### config.mk
export PLATFORM = sky130hd
export DESIGN_NAME = apb_cmd_master
export DESIGN_NICKNAME = d
export VERILOG_FILES = /design/src/rtl/apb_cmd_pkg.sv /design/src/rtl/apb_cmd_fifo.sv /design/src/rtl/apb_cmd_master.sv
export SDC_FILE = /design/constraint.sdc
export NUM_CORES = 1
export LEC_CHECK = 0
export CAP_MARGIN = 20
export CORE_ASPECT_RATIO = 2
export CORE_MARGIN = 5
export CORE_UTILIZATION = 50
export DETAILED_ROUTE_END_ITERATION = 6
export PLACE_DENSITY_LB_ADDON = 0.25
export SLEW_MARGIN = 20
export SYNTH_ARGS = -nofsm -noshare
export SYNTH_HDL_FRONTEND = slang
export SYNTH_SLANG_ARGS = --single-unit
### constraint.sdc
create_clock -name clk -period 14.59 [get_ports clk]
set_input_delay 4.377 -clock clk [delete_from_list [all_inputs] [get_ports clk]]
set_output_delay 4.377 -clock clk [all_outputs]
set_load 0.1 [all_outputs]
### src/rtl/apb_cmd_pkg.sv
// ----------------------------------------------------------------------------
// apb_cmd_pkg
// Shared types for the APB command initiator (apb_cmd_master).
//   - FSM state encoding (IDLE / SETUP / ACCESS) as fixed 2-bit constants so
//     the encoding stays stable for older tools and waveform decoders.
//   - cmd_t : queued command {write, addr, wdata} at the default bus widths.
//   - rsp_t : returned response {rdata, err, timeout} at the default bus widths.
// The top module rebuilds the same record shapes at its own parameter widths.
// The command FIFO uses cmd_t as its default item type.
// ----------------------------------------------------------------------------
package apb_cmd_pkg;

    localparam int unsigned CMD_ADDR_W = 32;
    localparam int unsigned CMD_DATA_W = 32;

    typedef logic [1:0] state_t;

    localparam state_t ST_IDLE   = 2'd0;
    localparam state_t ST_SETUP  = 2'd1;
    localparam state_t ST_ACCESS = 2'd2;

    typedef struct packed {
        logic                  write;
        logic [CMD_ADDR_W-1:0] addr;
        logic [CMD_DATA_W-1:0] wdata;
    } cmd_t;

    typedef struct packed {
        logic [CMD_DATA_W-1:0] rdata;
        logic                  err;
        logic                  timeout;
    } rsp_t;

endpackage

### src/rtl/apb_cmd_fifo.sv
// ----------------------------------------------------------------------------
// apb_cmd_fifo
// Synchronous FIFO holding queued APB commands.
// Parameters:
//   item_t : stored record type (default apb_cmd_pkg::cmd_t)
//   DEPTH  : number of entries, power of two, >= 2
// Ports:
//   clk   in  clock
//   reset in  asynchronous active-high reset; clears the FIFO to empty
//   push  in  write din; ignored when full (even if pop is high)
//   din   in  entry to store
//   pop   in  drop the head entry; ignored when empty
//   dout  out current head entry (valid when !empty)
//   full  out no free entry
//   empty out no stored entry
// ----------------------------------------------------------------------------
module apb_cmd_fifo
    import apb_cmd_pkg::*;
#(
    parameter type         item_t = cmd_t,
    parameter int unsigned DEPTH  = 4
) (
    input  logic  clk,
    input  logic  reset,
    input  logic  push,
    input  item_t din,
    input  logic  pop,
    output item_t dout,
    output logic  full,
    output logic  empty
);

    localparam int unsigned PTR_W = $clog2(DEPTH);

    item_t            mem_r [DEPTH];
    // Pointers carry one extra wrap bit to tell full from empty.
    logic [PTR_W:0]   wr_ptr_r;
    logic [PTR_W:0]   rd_ptr_r;
    logic             do_push_s;
    logic             do_pop_s;

    assign empty     = (wr_ptr_r == rd_ptr_r);
    assign full      = (wr_ptr_r[PTR_W] != rd_ptr_r[PTR_W]) &&
                       (wr_ptr_r[PTR_W-1:0] == rd_ptr_r[PTR_W-1:0]);
    assign do_push_s = push && !full;
    assign do_pop_s  = pop && !empty;
    assign dout      = mem_r[rd_ptr_r[PTR_W-1:0]];

    // Entry storage: write the slot addressed by the write pointer.
    always_ff @(posedge clk or posedge reset) begin
        if (reset) begin
            for (int i = 0; i < int'(DEPTH); i++) begin
                mem_r[i] <= '0;
            end
        end else if (do_push_s) begin
            mem_r[wr_ptr_r[PTR_W-1:0]] <= din;
        end
    end

    // Pointer update for accepted pushes and pops.
    always_ff @(posedge clk or posedge reset) begin
        if (reset) begin
            wr_ptr_r <= '0;
            rd_ptr_r <= '0;
        end else begin
            if (do_push_s) begin
                wr_ptr_r <= wr_ptr_r + {{PTR_W{1'b0}}, 1'b1};
            end
            if (do_pop_s) begin
                rd_ptr_r <= rd_ptr_r + {{PTR_W{1'b0}}, 1'b1};
            end
        end
    end

endmodule

### src/rtl/apb_cmd_master.sv
// ----------------------------------------------------------------------------
// apb_cmd_master
// APB initiator: takes read/write commands on a valid/ready stream, queues them
// in apb_cmd_fifo, runs one APB transfer at a time (SETUP, ACCESS with PREADY
// wait states, PSLVERR) and returns one response per command on a valid/ready
// stream. The response slot holds a single entry; a new transfer only starts
// when that slot is free or being drained in the same cycle.
//
// Build option: define APB_CMD_TIMEOUT_EN to abort an ACCESS phase after
// TIMEOUT cycles of PREADY=0 (response err=1, timeout=1, rdata=0). Without
// it ACCESS waits indefinitely and rsp_timeout stays 0.
//
// Ports:
//   clk, reset                    clock (also PCLK), async active-high reset
//   cmd_valid/cmd_ready           command handshake
//   cmd_write/cmd_addr/cmd_wdata  command payload
//   rsp_valid/rsp_ready           response handshake
//   rsp_rdata/rsp_err/rsp_timeout response payload
//   PSEL/PENABLE/PWRITE/PADDR/PWDATA   APB requester outputs (registered)
//   PRDATA/PREADY/PSLVERR              APB completer inputs
// ----------------------------------------------------------------------------
module apb_cmd_master
    import apb_cmd_pkg::*;
#(
    parameter int unsigned ADDR_W     = 32,
    parameter int unsigned DATA_W     = 32,
    parameter int unsigned FIFO_DEPTH = 4,
    parameter int unsigned TIMEOUT    = 16
) (
    input  logic              clk,
    input  logic              reset,
    input  logic              cmd_valid,
    output logic              cmd_ready,
    input  logic              cmd_write,
    input  logic [ADDR_W-1:0] cmd_addr,
    input  logic [DATA_W-1:0] cmd_wdata,
    output logic              rsp_valid,
    input  logic              rsp_ready,
    output logic [DATA_W-1:0] rsp_rdata,
    output logic              rsp_err,
    output logic              rsp_timeout,
    output logic              PSEL,
    output logic              PENABLE,
    output logic              PWRITE,
    output logic [ADDR_W-1:0] PADDR,
    output logic [DATA_W-1:0] PWDATA,
    input  logic [DATA_W-1:0] PRDATA,
    input  logic              PREADY,
    input  logic              PSLVERR
);

    // Same record shape as apb_cmd_pkg::cmd_t, at this instance's widths.
    typedef struct packed {
        logic              write;
        logic [ADDR_W-1:0] addr;
        logic [DATA_W-1:0] wdata;
    } cmd_item_t;

    cmd_item_t         push_item_s;
    cmd_item_t         head_item_s;
    logic              fifo_full_s;
    logic              fifo_empty_s;
    logic              push_s;
    logic              start_s;
    logic              complete_s;
    logic              abort_s;

    state_t            state_r;
    logic              run_r;
    logic              psel_r;
    logic              penable_r;
    logic              pwrite_r;
    logic [ADDR_W-1:0] paddr_r;
    logic [DATA_W-1:0] pwdata_r;
    logic              rsp_valid_r;
    logic [DATA_W-1:0] rsp_rdata_r;
    logic              rsp_err_r;
    logic              rsp_timeout_r;

    // cmd_ready stays low while reset is held and rises on the first clock after release.
    assign cmd_ready   = run_r && !fifo_full_s;
    assign push_s      = cmd_valid && cmd_ready;
    assign push_item_s = '{write: cmd_write, addr: cmd_addr, wdata: cmd_wdata};

    // Start needs a queued command and a response slot that is empty or draining now.
    assign start_s    = (state_r == ST_IDLE) && !fifo_empty_s && (!rsp_valid_r || rsp_ready);
    assign complete_s = (state_r == ST_ACCESS) && PREADY;

    apb_cmd_fifo #(
        .item_t (cmd_item_t),
        .DEPTH  (FIFO_DEPTH)
    ) u_fifo (
        .clk   (clk),
        .reset (reset),
        .push  (push_s),
        .din   (push_item_s),
        .pop   (start_s),
        .dout  (head_item_s),
        .full  (fifo_full_s),
        .empty (fifo_empty_s)
    );

`ifdef APB_CMD_TIMEOUT_EN
    localparam int unsigned TMO_W = $clog2(TIMEOUT + 1);

    logic [TMO_W-1:0] tmo_cnt_r;

    // PREADY=1 in the limit cycle takes priority, so abort only when PREADY is low.
    assign abort_s = (state_r == ST_ACCESS) && !PREADY &&
                     (tmo_cnt_r == TMO_W'(TIMEOUT - 1));

    // Wait-state counter: cleared in SETUP, counts ACCESS cycles with PREADY low.
    always_ff @(posedge clk or posedge reset) begin
        if (reset) begin
            tmo_cnt_r <= '0;
        end else if (state_r == ST_SETUP) begin
            tmo_cnt_r <= '0;
        end else if ((state_r == ST_ACCESS) && !PREADY && !abort_s) begin
            tmo_cnt_r <= tmo_cnt_r + TMO_W'(1);
        end
    end
`else
    assign abort_s = 1'b0;
`endif

    // Release flag: enables cmd_ready one clock after reset deasserts.
    always_ff @(posedge clk or posedge reset) begin
        if (reset) begin
            run_r <= 1'b0;
        end else begin
            run_r <= 1'b1;
        end
    end

    // Transfer FSM and the registered APB outputs it drives.
    always_ff @(posedge clk or posedge reset) begin
        if (reset) begin
            state_r   <= ST_IDLE;
            psel_r    <= 1'b0;
            penable_r <= 1'b0;
            pwrite_r  <= 1'b0;
            paddr_r   <= '0;
            pwdata_r  <= '0;
        end else begin
            case (state_r)
                ST_IDLE: begin
                    // Address/control/data keep their last values while idle.
                    if (start_s) begin
                        state_r   <= ST_SETUP;
                        psel_r    <= 1'b1;
                        penable_r <= 1'b0;
                        pwrite_r  <= head_item_s.write;
                        paddr_r   <= head_item_s.addr;
                        pwdata_r  <= head_item_s.wdata;
                    end
                end
                ST_SETUP: begin
                    state_r   <= ST_ACCESS;
                    penable_r <= 1'b1;
                end
                ST_ACCESS: begin
                    if (complete_s || abort_s) begin
                        state_r   <= ST_IDLE;
                        psel_r    <= 1'b0;
                        penable_r <= 1'b0;
                    end
                end
                default: begin
                    state_r   <= ST_IDLE;
                    psel_r    <= 1'b0;
                    penable_r <= 1'b0;
                end
            endcase
        end
    end

    // Single-entry response slot: loaded at transfer end, cleared when consumed.
    always_ff @(posedge clk or posedge reset) begin
        if (reset) begin
            rsp_valid_r   <= 1'b0;
            rsp_rdata_r   <= '0;
            rsp_err_r     <= 1'b0;
            rsp_timeout_r <= 1'b0;
        end else if (complete_s) begin
            rsp_valid_r   <= 1'b1;
            rsp_rdata_r   <= (!pwrite_r && !PSLVERR) ? PRDATA : '0;
            rsp_err_r     <= PSLVERR;
            rsp_timeout_r <= 1'b0;
        end else if (abort_s) begin
            rsp_valid_r   <= 1'b1;
            rsp_rdata_r   <= '0;
            rsp_err_r     <= 1'b1;
            rsp_timeout_r <= 1'b1;
        end else if (rsp_ready) begin
            rsp_valid_r   <= 1'b0;
        end
    end

    assign PSEL        = psel_r;
    assign PENABLE     = penable_r;
    assign PWRITE      = pwrite_r;
    assign PADDR       = paddr_r;
    assign PWDATA      = pwdata_r;
    assign rsp_valid   = rsp_valid_r;
    assign rsp_rdata   = rsp_rdata_r;
    assign rsp_err     = rsp_err_r;
    assign rsp_timeout = rsp_timeout_r;

endmodule

==> results.md, run 1 <==
| Group | Metric | Reported |
| --- | --- | --- |
| cells and area | Share of final-layout standard cells stronger than drive strength 1 | 0.281 |
| cells and area | Synthesis-to-finish area growth | 19.8% |
| clock tree | Clock root buffer | sky130_fd_sc_hd__clkbuf_16 |
| logic synthesis | Proportion of register bits with asynchronous set or reset after synthesis | 1.00 |
| floorplanning | DIE HEIGHT | 265 um |
| critical path | Critical path endpoint category | output pin |
| clock tree | Post-CTS setup buffers | 0 |
| logic synthesis | Post-synthesis instance total | 1101 |
| power and ir drop | Pwr Density | 268 mW/mm^2 |
| floorplanning | Die Area | 0.0365 sq mm |
| logic synthesis | Post-Syn Area | 0.0163 sq mm |
| grt | Wire length of the first global-routing pass | 58.7 mm |
| routing | Via count | 9262 |
| critical path | Delay of the slowest cell on the worst path | 1.13 ns |
| timing | Clock Skew | 0.0122 ns |
| critical path | CP Data Required Time | 10.21 ns |
| flow run | Number of max-capacitance violations reported | 0 |
| floorplanning | Die outline width | 138 um |
| clock tree | CTS clk-pin slew, worst paths | 0.07 ns |
| power and ir drop | Worst-case vdd ir drop | 159 uV |
| floorplanning | Area inside the core boundary | 0.0322 sq mm |
| logic synthesis | Count of flip-flops with a built-in enable after synthesis | 0 |
| power and ir drop | Fraction of power spent switching nets | 0.419 |
| clock tree | Max Buffers Root-to-Sink | 3 |
| critical path | Data arrival at the endpoint of the critical path | 3.39 ns |
| placed design | Final HPWL from detailed placement | 22.6 mm |
| critical path | Nature of the critical path startpoint | register |
| placed design | Placement Setup Slack | 7.17 ns |
| timing | Post-layout minimum cycle time | 7.77 ns |
| timing | Setup TNS Final | 0 ns |
| timing | Count of endpoints failing setup in the final report | 0 |
| clock tree | CTS tree | done |
| timing | Worst slew slack as a fraction of its limit | 0.261 |
| power and ir drop | Leak Pwr | 9.08 nW |
| floorplanning | Top Ports | 206 |
| logic synthesis | Leading register cell type out of synthesis | sky130_fd_sc_hd__dfrtp_1 |
| timing | Worst hold-check slack | 0.472 ns |
| logic synthesis | Net count after synthesis | 1209 |
| critical path | Cells along the critical path | xor2_1, or3_4, and2_1, clkdlybuf4s50_1 |
| clock tree | Number of buffers inserted for hold repair after clock tree synthesis | 0 |
| floorplanning | Initial cell density of the core | 0.505 |
| timing | Highest clock frequency the design can meet | 129 MHz |
| power and ir drop | Total net switching power | 2.20 mW |
| critical path | Crit path max fanout | 34 |
| timing | Smallest setup slack after layout | 6.82 ns |
| grt | Pin count of the biggest net entering global routing | 83 |
| logic synthesis | Number of different library cells in the post-synthesis netlist | 29 |
| timing | Hold Vio Cnt, Final | 0 |
| outcome | Run status | complete, no violations |
| grt | Antenna violations before repair | 1 |
| cells and area | FILL cells | 2536 |
| timing | Final slew viol count | 0 |
| routing | First-iteration detailed-routing DRC count | 438 |
| logic synthesis | Average instance area after synthesis | 14.8 sq um |
| clock tree | H-tree Lvls | 1 |
| grt | Global routing usage summed across all routing layers | 0.204 |
| cells and area | Nets | 1393 |
| power and ir drop | Internal | 3.04 mW |
| routing | Number of iterations in the first detailed-routing pass | 4 |
| clock tree | Worst-Skew Late Latency | 0.57 ns |
| power and ir drop | Seq pwr share | 0.353 |
| grt | Vias in the first global route | 10553 |
| clock tree | TritonCTS Buffers | 31 |
| clock tree | Resize count post-CTS | 0 |
| routing | Number of routed nets with antenna violations | 0 |
| placed design | Final RePlAce weighted congestion | 0.752 |
| timing | Setup repair after global routing missed its margin | no |
| power and ir drop | Relative contribution of combinational cells to total power | 0.482 |
| grt | Total grt overflow | 0 |
| power and ir drop | Power share of the clock group | 0.165 |
| logic synthesis | Total number of yosys warnings | 0 |
| routing | Drc violations | 0 |
| routing | Avg WL per Cell | 20.9 um |
| clock tree | Clock tree sinks | 370 |
| critical path | CP top delay family | buffers and inverters |
| logic synthesis | Register bit count reported by yosys | 370 |
| routing | Via density per instance | 5.34 |
| placed design | # port buffers | 204 |
| timing | Measured slew at the worst slew-check pin | 1.11 ns |
| critical path | Buf+Inv Stages, Crit Path | 1 |
| critical path | Type of the setup path with the least slack | reg -> out |
| floorplanning | Cell row count | 93 |
| cells and area | Post-route core utilization | 0.605 |
| routing | Drt total wl | 36.4 mm |
| logic synthesis | Part of the Yosys area used for sequential elements | 0.568 |
| power and ir drop | Post-layout power | 5.24 mW |
| critical path | Highest-delay cell along the critical path | sky130_fd_sc_hd__clkdlybuf4s50_1 |
| min path | Worst Hold Class | reg -> reg |
| timing | Share of the cycle needed by the critical path after routing | 0.532 |
[layout by cell type (no fill, tap or decap), drive strengths merged, types with 2 or more instances in the layout]
master         count
bufinv             4
nand3              5
mux4              65
nor2               3
buf               15
dfrtp            370
inv                4
xor2               3
xnor2              5
clkdlybuf4s50    204
nand2            266
mux2             263
conb               2
clkinv            10
clkbuf            36
and2               3
ha                 5
o21ai             34
clkinvlp           6
[per-stage QoR]
step	cell area (sq um)	instances
after floorplan	16300	1101
after global placement	18400	1678
after detailed placement	18400	1678
after CTS	19500	1734
after global routing	19500	1736
final	19500	1736
[cells in the mapped netlist (2+ instances only)]
library cell | instances | area share
sky130_fd_sc_hd__and2_1 | 3 | 0.0012
sky130_fd_sc_hd__xor2_1 | 3 | 0.0016
sky130_fd_sc_hd__buf_8 | 2 | 0.0018
sky130_fd_sc_hd__o21ai_0 | 34 | 0.010
sky130_fd_sc_hd__mux4_2 | 65 | 0.090
sky130_fd_sc_hd__buf_4 | 3 | 0.0014
sky130_fd_sc_hd__nor2_1 | 3 | 0.00069
sky130_fd_sc_hd__mux2_4 | 150 | 0.14
sky130_fd_sc_hd__mux2_2 | 73 | 0.050
sky130_fd_sc_hd__inv_1 | 3 | 0.00069
sky130_fd_sc_hd__dfrtp_1 | 370 | 0.57
sky130_fd_sc_hd__ha_1 | 5 | 0.0038
sky130_fd_sc_hd__clkbuf_1 | 20 | 0.0046
sky130_fd_sc_hd__buf_6 | 6 | 0.0041
sky130_fd_sc_hd__buf_2 | 16 | 0.0049
sky130_fd_sc_hd__nand2_1 | 266 | 0.061
sky130_fd_sc_hd__nand3_2 | 4 | 0.0025
sky130_fd_sc_hd__mux2_1 | 40 | 0.028
sky130_fd_sc_hd__conb_1 | 2 | 0.00046
sky130_fd_sc_hd__buf_12 | 15 | 0.018
sky130_fd_sc_hd__xnor2_1 | 5 | 0.0027
sky130_fd_sc_hd__buf_1 | 6 | 0.0014
[power groups by stage]
| stage | registers (mW) | logic [mW] | clock network [mW] |
|---|---|---|---|
| floorplan | 2.51 | 1.30 | 0 |
| global placement | 1.84 | 2.50 | 0 |
| detailed placement | 1.86 | 2.55 | 0 |
| CTS | 1.85 | 2.56 | 0.888 |
| global route | 1.91 | 2.68 | 0.926 |
| finish | 1.85 | 2.52 | 0.864 |
[layer usage]
metal  up-vias  global-route usage  routed length, um
li1       4162                   -                  -
met2       202               0.371              19800
met1      4863               0.252              14300
met4         0              0.0513                563
met3        35              0.0286               1720
met5         -                   0                  0
[worst reg2reg max path, cell delays in order (launching register included)]
cell                      delay (ns)
sky130_fd_sc_hd__dfrtp_4        0.91
sky130_fd_sc_hd__xor2_1         0.26
sky130_fd_sc_hd__or3_4          0.47
sky130_fd_sc_hd__nand3_4        0.51
sky130_fd_sc_hd__buf_4          0.78
sky130_fd_sc_hd__mux2_2         0.44
[registers in the layout, indices dropped and copies added, names as in the netlist, 2 cells and up]
| name | count |
|---|---|
| rsp_rdata | 32 |
| u_fifo.rd_ptr_r | 3 |
| PWDATA | 32 |
| u_fifo.mem_r | 260 |
| u_fifo.wr_ptr_r | 3 |
| PADDR | 32 |
| state_r | 2 |
[kinds of logic (layout without fill, tap and decap cells)]
group / after synthesis / after routing / share of synthesized area
simple gates: 280 / 280 / 0.0674
xor+xnor: 8 / 8 / 0.00430
buf+inv: 72 / 279 / 0.0376
other cells: 2 / 3 / 0.000461
flops: 370 / 370 / 0.568
fa+ha+maj: 5 / 5 / 0.00384
compound gates: 36 / 36 / 0.0118
mux: 328 / 328 / 0.306
[worst paths after layout]
| kind | start | to | slack, ns | depth (start not counted) |
|---|---|---|---|---|
| max | u_fifo.rd_ptr_r[0] | cmd_ready | 6.82 | 4 |
| min in group asynchronous | reset | rsp_rdata[27] | 4.29 | 2 |
| min reg2reg | PADDR[12] | PADDR[12] | 0.47 | 2 |
| max in group asynchronous | reset | u_fifo.mem_r[145] | 8.16 | 4 |
| max reg2reg | u_fifo.rd_ptr_r[0] | u_fifo.mem_r[140] | 11.11 | 5 |
| min | PADDR[12] | PADDR[12] | 0.47 | 2 |
[area by class of cell]
cell class | instances | area (sq um) | share of cell area
clock inverter | 20 | 223 | 0.0114
antenna | 1 | 2.50 | 0.000128
clock buffer | 36 | 825 | 0.0423
tap | 427 | 534 | 0.0274
inverter | 4 | 18.8 | 0.000962
sequential | 370 | 9270 | 0.475
timing repair buffer | 219 | 2180 | 0.112
multi-input combinational | 659 | 6470 | 0.331
Note: power is estimated with default switching activity, not from simulation.
==> run 2, diff against run 1 <==
==> constraint.sdc (replaced) <==
create_clock -name clk -period 6.63 [get_ports clk]
set_input_delay 1.989 -clock clk [delete_from_list [all_inputs] [get_ports clk]]
set_output_delay 1.989 -clock clk [all_outputs]
set_load 0.1 [all_outputs]
==> run 2 against run 1 <==
Clock skew fell by 0.0011 ns. Core utilization increased by 0.33 points. Worst setup slack worse by 5.4 ns. Clock-buffer cell count increased by 19. Hold slack hardly changed. Register-to-register slack got worse by 7.7 ns. Critical endpoint unchanged.
==> results.md, run 2 (synthesized netlist as in run 1, its figures left out) <==
| Group | Metric | Reported | vs previous |
| --- | --- | --- | --- |
| timing | Post-layout minimum cycle time | 5.20 ns |  |
| critical path | Buf+Inv Stages, Crit Path | 1 | unchanged |
| critical path | Crit path max fanout | 29 | -15% |
| min path | Worst Hold Class | reg -> reg |  |
| floorplanning | Die Area | 0.0365 sq mm | unchanged |
| critical path | Critical path endpoint category | output pin |  |
| clock tree | CTS clk-pin slew, worst paths | 0.06 ns | about the same |
| cells and area | Nets | 1398 | +0.36% |
| cells and area | Most common cell after layout, fill and taps aside | sky130_fd_sc_hd__dfrtp_1 |  |
| floorplanning | DIE HEIGHT | 265 um | unchanged |
| floorplanning | Die outline width | 138 um | unchanged |
| clock tree | Clock root buffer | sky130_fd_sc_hd__clkbuf_16 |  |
| routing | Drc violations | 0 | unchanged |
| placed design | Placement Setup Slack | 1.95 ns | -5.22 ns |
| floorplanning | Area inside the core boundary | 0.0322 sq mm | unchanged |
| timing | Worst slew slack as a fraction of its limit | 0.299 | +0.0381 |
| placed design | # port buffers | 204 | unchanged |
| timing | Smallest setup slack after layout | 1.43 ns | -5.39 ns |
| cells and area | Number of flip-flops in the largest register | 260 | unchanged |
| critical path | Nature of the critical path startpoint | register |  |
| placed design | Total placed cells including tap cells | 1680 | +0.12% |
| placed design | Final HPWL from detailed placement | 22.2 mm | -1.8% |
| cells and area | Non-filler cells in the finished layout | 1744 | +0.46% |
| timing | Setup TNS Final | 0 ns | unchanged |
| routing | Avg WL per Cell | 20.2 um | -3.7% |
| critical path | CP Data Required Time | 4.64 ns | -5.57 ns |
| floorplanning | Initial cell density of the core | 0.505 | unchanged |
| critical path | Data arrival at the endpoint of the critical path | 3.21 ns | -0.18 ns |
| flow run | Number of max-capacitance violations reported | 0 | unchanged |
| grt | Vias in the first global route | 10314 | -2.3% |
| routing | Number of iterations in the first detailed-routing pass | 4 | unchanged |
| cells and area | Share of final-layout standard cells stronger than drive strength 1 | 0.278 | -0.00323 |
| timing | Final slew viol count | 0 | unchanged |
| floorplanning | Top Ports | 206 | unchanged |
| clock tree | Number of buffers inserted for hold repair after clock tree synthesis | 0 | unchanged |
| routing | Number of routed nets with antenna violations | 0 | unchanged |
| clock tree | Max Buffers Root-to-Sink | 3 | unchanged |
| clock tree | Worst-Skew Late Latency | 0.52 ns | -0.05 ns |
| grt | Antenna violations before repair | 2 | +1 |
| routing | First-iteration detailed-routing DRC count | 604 | +38% |
| critical path | Highest-delay cell along the critical path | sky130_fd_sc_hd__clkdlybuf4s50_1 |  |
| routing | Via count | 9214 | -0.52% |
| timing | Measured slew at the worst slew-check pin | 1.05 ns | -0.0604 ns |
| timing | Highest clock frequency the design can meet | 192 MHz |  |
| timing | Count of endpoints failing setup in the final report | 0 | unchanged |
| routing | Via density per instance | 5.28 | -0.97% |
| grt | Wire length of the first global-routing pass | 57.0 mm | -2.9% |
| cells and area | Area of the multi-input gates | 0.00647 sq mm | unchanged |
| power and ir drop | Post-layout power | 11.6 mW | +120% |
| power and ir drop | Leak Pwr | 9.13 nW | +0.57% |
| placed design | Final RePlAce weighted congestion | 0.738 | -1.9% |
| timing | Clock Skew | 0.0111 ns | -0.00114 ns |
| grt | Pin count of the biggest net entering global routing | 195 | +130% |
| critical path | Delay of the slowest cell on the worst path | 1.13 ns | about the same |
| timing | Share of the cycle needed by the critical path after routing | 0.784 |  |
| critical path | CP top delay family | buffers and inverters |  |
| clock tree | H-tree Lvls | 2 | +1 |
| critical path | Cells along the critical path | xor2_1, or3_4, and2_1, clkdlybuf4s50_1 |  |
| power and ir drop | Pwr Density | 589 mW/mm^2 | +120% |
| floorplanning | Cell row count | 93 | unchanged |
| clock tree | Post-CTS setup buffers | 0 | unchanged |
| clock tree | Resize count post-CTS | 0 | unchanged |
| critical path | Type of the setup path with the least slack | reg -> out |  |
| outcome | Run status | complete, no violations |  |
| cells and area | Area occupied by registers | 0.00927 sq mm | unchanged |
| cells and area | Commonest cells after routing, fill and taps aside | 368 x sky130_fd_sc_hd__dfrtp_1, 266 x sky130_fd_sc_hd__nand2_1, 204 x sky130_fd_sc_hd__clkdlybuf4s50_1 |  |
| cells and area | FILL cells | 2483 | -2.1% |
| timing | Hold Vio Cnt, Final | 0 | unchanged |
| cells and area | Biggest register | u_fifo.mem_r |  |
| timing | Worst hold-check slack | 0.472 ns | -0.000340 ns |
| clock tree | TritonCTS Buffers | 34 | +9.7% |
| grt | Global routing usage summed across all routing layers | 0.198 | -0.00540 |
| timing | Setup repair after global routing missed its margin | no |  |
| routing | Drt total wl | 35.2 mm | -3.3% |
| power and ir drop | Worst-case vdd ir drop | 376 uV | +140% |
| clock tree | Clock tree sinks | 370 | unchanged |
| clock tree | CTS tree | done |  |
| cells and area | Synthesis-to-finish area growth | 20.4% |  |
| grt | Total grt overflow | 0 | unchanged |
==> run 2: metrics by stage <==
stage / utilization / area (sq um)
2_1_floorplan: - / 16300
3_3_place_gp: 0.573 / 18500
3_5_place_dp: 0.573 / 18500
4_1_cts: 0.608 / 19600
5_1_grt: 0.609 / 19600
6_report: 0.609 / 19600
==> run 2: worst register-to-register path, stage by stage (launching register included) <==
cell,delay [ns]
sky130_fd_sc_hd__dfrtp_4,0.81
sky130_fd_sc_hd__xor2_1,0.22
sky130_fd_sc_hd__or3_4,0.45
sky130_fd_sc_hd__nand3_4,0.47
sky130_fd_sc_hd__buf_4,0.72
sky130_fd_sc_hd__mux2_2,0.47
==> run 2: power by group <==
| group | internal (mW) | leakage, nW | switching [mW] |
|---|---|---|---|
| combinational | 2.30 | 4.06 | 3.26 |
| clock | 1.13 | 0.543 | 0.838 |
| sequential | 3.35 | 4.53 | 0.675 |
==> run 2: area by class of cell <==
cell class | count | share of cell area
antenna | 1 | 0.000128
clock buffer | 55 | 0.0537
clock inverter | 7 | 0.00332
inverter | 4 | 0.000957
multi-input combinational | 659 | 0.330
sequential | 370 | 0.472
tap | 427 | 0.0272
timing repair buffer | 221 | 0.113
==> run 2: layer usage <==
metal / GRT usage / up-vias / share of wire
li1: - / 4184 / -
met4: 0.0564 / 2 / 0.024
met3: 0.0314 / 48 / 0.050
met2: 0.345 / 202 / 0.52
met5: 0 / - / 0.00037
met1: 0.255 / 4778 / 0.41
==> run 2: final timing paths <==
check	cells after the start	slack, ns	startpoint	to
max	4	1.43	u_fifo.rd_ptr_r[0]	cmd_ready
min	2	0.47	PADDR[20]	PADDR[20]
max reg2reg	5	3.38	u_fifo.rd_ptr_r[0]	u_fifo.mem_r[96]
min reg2reg	2	0.47	PADDR[20]	PADDR[20]
max in group asynchronous	4	3.60	reset	u_fifo.mem_r[36]
min in group asynchronous	2	1.77	reset	rsp_rdata[31]
